<file path="src/rtl/lampFPU_pkg.sv">
// Shared constants, state and operand-class types for the lampFPU bf16 square-root controller.
// Included by every file of the sqrt front/back end.
package lampFPU_pkg;

    localparam logic [15:0] SQRT2_Q15 = 16'hB505;
    localparam logic [15:0] QNAN_VAL  = 16'h7FC0;
    localparam logic [15:0] PINF_VAL  = 16'h7F80;

    typedef enum logic [2:0] {
        IDLE,
        START,
        WAIT,
        POST,
        OUT
    } sqrt_ctrl_state_t;

    typedef enum logic [2:0] {
        CLS_ZERO,
        CLS_DENORM,
        CLS_NORMAL,
        CLS_INF,
        CLS_NAN
    } bf16_class_t;

    // Takes only exponent and fraction; the sign is handled separately by the caller.
    function automatic bf16_class_t bf16_classify(input logic [14:0] mag);
        bf16_class_t cls;
        if (mag[14:7] == 8'hFF) begin
            cls = (mag[6:0] != 7'd0) ? CLS_NAN : CLS_INF;
        end else if (mag[14:7] == 8'h00) begin
            cls = (mag[6:0] != 7'd0) ? CLS_DENORM : CLS_ZERO;
        end else begin
            cls = CLS_NORMAL;
        end
        return cls;
    endfunction

endpackage

</file>
<file path="src/rtl/lamp_round_rne.sv">
// Round-to-nearest-even of a Q1.15 significand in [1,2) down to 7 fraction bits.
// The integer bit is implicit, so only the 15 fraction bits are passed in.
module lamp_round_rne
    import lampFPU_pkg::*;
(
    input  logic [14:0] mant_frac_i,
    input  logic        sticky_i,
    input  logic [7:0]  exp_i,
    output logic [6:0]  frac_o,
    output logic [7:0]  exp_o
);

    logic       guard;
    logic       sticky_all;
    logic       round_up;
    logic [7:0] frac_inc;

    // A carry out of the fraction means the significand rounded up to 2.0.
    always_comb begin
        guard      = mant_frac_i[7];
        sticky_all = (|mant_frac_i[6:0]) | sticky_i;
        round_up   = guard & (sticky_all | mant_frac_i[8]);
        frac_inc   = {1'b0, mant_frac_i[14:8]} + {7'd0, round_up};
        frac_o     = frac_inc[6:0];
        exp_o      = exp_i + {7'd0, frac_inc[7]};
    end

endmodule

</file>
<file path="src/rtl/lamp_sqrt_ctrl.sv">
// bf16 square-root controller: unpacks the operand, resolves special values, runs the
// significand core, applies sqrt(2) scaling for odd unbiased exponents, rounds and repacks.
module lamp_sqrt_ctrl
    import lampFPU_pkg::*;
(
    input  logic        clk,
    input  logic        rst,
    input  logic        doSqrt_i,
    input  logic [15:0] op_i,
    input  logic        core_valid_i,
    input  logic [15:0] core_res_i,
    output logic        core_start_o,
    output logic [7:0]  core_s_o,
    output logic        busy_o,
    output logic        valid_o,
    output logic [15:0] res_o,
    output logic        invalid_o
);

    sqrt_ctrl_state_t state_q, state_d;
    logic [7:0]       exp_q, exp_d;
    logic [6:0]       frac_q, frac_d;
    logic [15:0]      core_res_q, core_res_d;
    logic [15:0]      res_q, res_d;
    logic             invalid_q, invalid_d;

    bf16_class_t      op_class;
    logic [31:0]      product;
    logic [8:0]       exp_sum;
    logic [14:0]      mant_frac;
    logic             mul_sticky;
    logic [6:0]       rnd_frac;
    logic [7:0]       rnd_exp;
    logic             unused_bits;

    assign op_class = bf16_classify(op_i[14:0]);

    // Even biased exponent means odd unbiased exponent: fold the leftover factor of 2 in as sqrt(2).
    always_comb begin
        product = core_res_q * SQRT2_Q15;
        exp_sum = {1'b0, exp_q} + (exp_q[0] ? 9'd127 : 9'd126);
        if (exp_q[0]) begin
            mant_frac  = core_res_q[14:0];
            mul_sticky = 1'b0;
        end else begin
            mant_frac  = product[29:15];
            mul_sticky = |product[14:0];
        end
    end

    assign unused_bits = ^{product[31:30], exp_sum[0]};

    lamp_round_rne u_round (
        .mant_frac_i (mant_frac),
        .sticky_i    (mul_sticky),
        .exp_i       (exp_sum[8:1]),
        .frac_o      (rnd_frac),
        .exp_o       (rnd_exp)
    );

    always_comb begin
        state_d    = state_q;
        exp_d      = exp_q;
        frac_d     = frac_q;
        core_res_d = core_res_q;
        res_d      = res_q;
        invalid_d  = invalid_q;
        case (state_q)
            IDLE: begin
                if (doSqrt_i) begin
                    exp_d     = op_i[14:7];
                    frac_d    = op_i[6:0];
                    invalid_d = 1'b0;
                    state_d   = OUT;
                    // NaN wins over sign; zero/denormal keep their sign; any other negative is invalid.
                    if (op_class == CLS_NAN) begin
                        res_d = QNAN_VAL;
                    end else if (op_class == CLS_ZERO || op_class == CLS_DENORM) begin
                        res_d = {op_i[15], 15'd0};
                    end else if (op_i[15]) begin
                        res_d     = QNAN_VAL;
                        invalid_d = 1'b1;
                    end else if (op_class == CLS_INF) begin
                        res_d = PINF_VAL;
                    end else begin
                        state_d = START;
                    end
                end
            end
            START: state_d = WAIT;
            WAIT: begin
                if (core_valid_i) begin
                    core_res_d = core_res_i;
                    state_d    = POST;
                end
            end
            POST: begin
                res_d     = {1'b0, rnd_exp, rnd_frac};
                invalid_d = 1'b0;
                state_d   = OUT;
            end
            OUT:     state_d = IDLE;
            default: state_d = IDLE;
        endcase
    end

    always_ff @(posedge clk or negedge rst) begin
        if (!rst) begin
            state_q    <= IDLE;
            exp_q      <= 8'd0;
            frac_q     <= 7'd0;
            core_res_q <= 16'd0;
            res_q      <= 16'd0;
            invalid_q  <= 1'b0;
        end else begin
            state_q    <= state_d;
            exp_q      <= exp_d;
            frac_q     <= frac_d;
            core_res_q <= core_res_d;
            res_q      <= res_d;
            invalid_q  <= invalid_d;
        end
    end

    assign busy_o       = (state_q != IDLE);
    assign valid_o      = (state_q == OUT);
    assign core_start_o = (state_q == START);
    assign core_s_o     = (state_q == START || state_q == WAIT || state_q == POST) ?
                          {1'b1, frac_q} : 8'd0;
    assign res_o        = res_q;
    assign invalid_o    = invalid_q;

endmodule

</file>
<file path="config.mk">
export PLATFORM = sky130hd
export DESIGN_NAME = lamp_sqrt_ctrl
export DESIGN_NICKNAME = d
export VERILOG_FILES = /design/src/rtl/lampFPU_pkg.sv /design/src/rtl/lamp_round_rne.sv /design/src/rtl/lamp_sqrt_ctrl.sv
export SDC_FILE = /design/constraint.sdc
export NUM_CORES = 1
export LEC_CHECK = 0
export ABC_AREA = 1
export BUFFER_PORTS_ARGS = -buffer_cell sky130_fd_sc_hd__buf_4
export CAP_MARGIN = 15
export CORE_UTILIZATION = 35
export DETAILED_ROUTE_END_ITERATION = 8
export PLACE_DENSITY = 0.63
export SYNTH_ARGS = -nofsm -noshare
export SYNTH_HDL_FRONTEND = slang
export SYNTH_SLANG_ARGS = --single-unit
</file>
<file path="constraint.sdc">
create_clock -name clk -period 5.85 [get_ports clk]
set_input_delay 0.585 -clock clk [delete_from_list [all_inputs] [get_ports clk]]
set_output_delay 0.585 -clock clk [all_outputs]
set_load 0.02 [all_outputs]
</file>
==> flow_metrics.py <==
metrics = {
    "detailed_routing": {
        "first_iter_violations": 284,
        "drcViolationCount": 0,
        "antenna_left": 0,
        "drt-total-wl_um": 19300,
        "wire_per_inst_um": 14.4,
        "vias_per_cell": 4.62,
        "vias": 6207,
        "dr.pass1.iters": 5,
    },
    "clocking": {
        "cts_buffer_depth": 2,
        "holdBufCountCts": 0,
        "cts_tree": "built",
        "clk_latency_ns": 0.31,
        "htree_num_levels": 2,
        "cts_root_buf": "clkbuf_16",
        "clkTransAtPathRegs_ns": 0.08,
        "cts.sinks": 51,
        "numCtsBuffers": 5,
    },
    "timing": {
        "final_max_slew_viol_count": 0,
        "worstMarginPinSlew_ns": 0.957,
        "period_minus_slack_ns": 5.75,
        "fmax_mhz": 174,
        "fin_hold_ws_ns": 0.295,
        "worst_clock_skew_ns": 0.0121,
        "rsz0062_at_grt": "true",
        "fin_crit_sh_pct": 98.3,
        "relSlewSlack_pct": 36.0,
        "setup_viol": 0,
        "hold_viol": 0,
    },
    "placement": {
        "gp_congestion": 0.950,
        "dp.final_hpwl_um": 15900,
        "dp_cells": 1323,
        "port_buffers": 63,
        "placed_cell_area_um2": 8320,
    },
    "floorplan": {
        "num_io_pins": 64,
        "num_rows": 51,
        "initial_core_util_pct": 36.0,
        "core_area_um2": 19600,
        "die_h_um": 144,
        "die_area_um2": 20700,
        "die_x_um": 144,
    },
    "worst_setup_path": {
        "worstPathArrival_ns": 5.99,
        "critPathMaxFanout": 4,
        "critical_path.max_stage_delay_ns": 0.56,
        "rrSetupSlack_ns": 0.1,
        "slowest_stage": "fa_1",
        "r2r-start": "core_res_q[5]",
        "crit_type": "flop to flop",
        "endpoint_kind": "flop",
        "cp-start-kind": "flop",
        "crit_required_ns": 6.09,
        "critPathLaunch": "core_res_q[5]",
    },
    "finish": {
        "fillCellCount": 1924,
        "seq_area_um2": 1280,
        "diodes": 0,
        "multi_input_comb_area_um2": 5520,
        "final_cells": 1343,
        "area_growth_pct": 30.1,
        "fin_util_pct": 46.8,
        "layout-drive-gt1-share_pct": 29.1,
        "nNetsFinal": 1273,
        "postLayoutCellArea_um2": 9160,
    },
    "logic_synthesis": {
        "async_flop_share_pct": 100,
        "synth_edf_count": 0,
        "netlist-cell-type-count": 44,
        "ys_seq_area_share_pct": 18.1,
        "netlist_instances": 933,
        "avgSynthCellArea_um2": 7.55,
        "ys_ff_latch": 51,
        "ys_top_cells_by_area": "ha_1 20%, dfrtp_1 18%, fa_1 14%, nand2_1 11%, inv_1 11%",
        "synth-main-ff-cell": "dfrtp_1",
        "syn_area_um2": 7040,
        "ys_warn_count": 0,
        "synth_top_cell_by_area": "ha_1",
        "yosysTopAreaCellShare_pct": 19.7,
        "synth.net_count": 1129,
    },
    "status": {
        "status": "complete, no violations",
    },
    "grt": {
        "grt_overflow": 0,
        "grt_pass1_wl_um": 30200,
        "grt_pass1_vias": 5861,
        "grt_max_degree": 52,
        "antenna_found_initial": 0,
        "grt_usage_pct": 19.1,
    },
    "min_path": {
        "min-delay-path-class": "input pin to async pin",
    },
    "flow_run": {
        "cap_viol_max_count": 0,
    },
}
path summary, 6_finish.rpt:
path / end / cells past startpoint
setup reg to reg: res_o[13] / 31
max in group asynchronous: core_res_q[12] / 1
hold reg to reg: res_o[4] / 2
min in group clk: res_o[4] / 2
setup / recovery: res_o[13] / 31
hold / removal: res_o[14] / 1
per-stage QoR:
stage,setup TNS [ns],setup slack [ns]
5_1_grt,-0.472,-0.226
6_report,0,0.0999
3_5_place_dp,-0.523,-0.246
4_1_cts,0,0.0102
2_1_floorplan,0,0.0723
3_3_place_gp,-0.121,-0.108
synth_stat cells, drive strengths merged, types with 5 or more instances:
| cell type | number |
|---|---|
| inv | 209 |
| nor2 | 88 |
| a21oi | 35 |
| mux2 | 11 |
| nand4 | 12 |
| nor3 | 7 |
| xor2 | 12 |
| dfrtp | 51 |
| ha | 111 |
| nand3 | 51 |
| clkbuf | 5 |
| o21ai | 20 |
| xnor2 | 9 |
| nand2 | 237 |
| fa | 49 |
cell type report:
| type | count | share of cell area, % |
|---|---|---|
| well taps | 265 | 3.62 |
| multi-input cells | 664 | 60.3 |
| clock buffers | 5 | 1.37 |
| flip-flops and latches | 51 | 14.0 |
| inverters | 210 | 8.60 |
| repair buffers | 145 | 11.9 |
| clock inverters | 3 | 0.259 |
timing repair:
action,CTS,global route
resized for setup,33,71
setup buffers,4,8
cloned,0,0
pin swaps,9,47
endpoints found under the setup margin,4,5
metal layers:
layer,track usage (%),vias up,wire length [µm]
li1,-,3190,-
met1,26.6,2895,9160
met2,31.2,99,9170
met3,2.13,23,628
met4,5.15,0,355
met5,0,-,0
cells in the final DEF, fill, tap and decap left out, types with 3 or more instances in the layout:
cell type	n
nand3_1	44
nand2_4	12
nor2_4	11
nor2_1	66
nand3_2	7
ha_4	31
nor3_1	6
ha_2	3
mux2_2	11
nand2_1	191
or2_2	3
xor2_1	12
fa_1	46
nand3b_1	3
nand4_1	12
inv_2	13
nand2_2	34
fa_2	3
xnor2_1	8
inv_1	196
clkbuf_16	5
ha_1	77
dfrtp_1	48
nor2_2	10
o21ai_1	4
dfrtp_2	3
a21oi_2	13
nor4_1	4
buf_4	145
a21oi_1	22
o21ai_0	13
kinds of logic after synthesis:
family / share of synthesized area [%]
simple gates: 26.4
buf+inv: 12.0
fa+ha+maj: 33.6
compound gates: 5.47
flops: 18.1
xor+xnor: 2.61
mux: 1.76
flip-flops by register name (all words and copies together), names as in the netlist:
| name | count |
|---|---|
| exp_q | 8 |
| res_o | 16 |
| frac_q | 7 |
| core_res_q | 16 |
| invalid_o | 1 |
| state_q | 3 |
critical path: cells and delay by family, from the launching register on:
family                     cells  cell delay, ns
AOI/OAI and AO/OA              5            0.67
adders and majority gates      9            3.16
buffers and inverters          4            0.31
DFF                            1            0.43
and+or+nand+nor               13            1.12
Power is left out: the tool's default activity adds up to more than one toggle a clock period on the data nets, which glitch-free logic cannot reach.
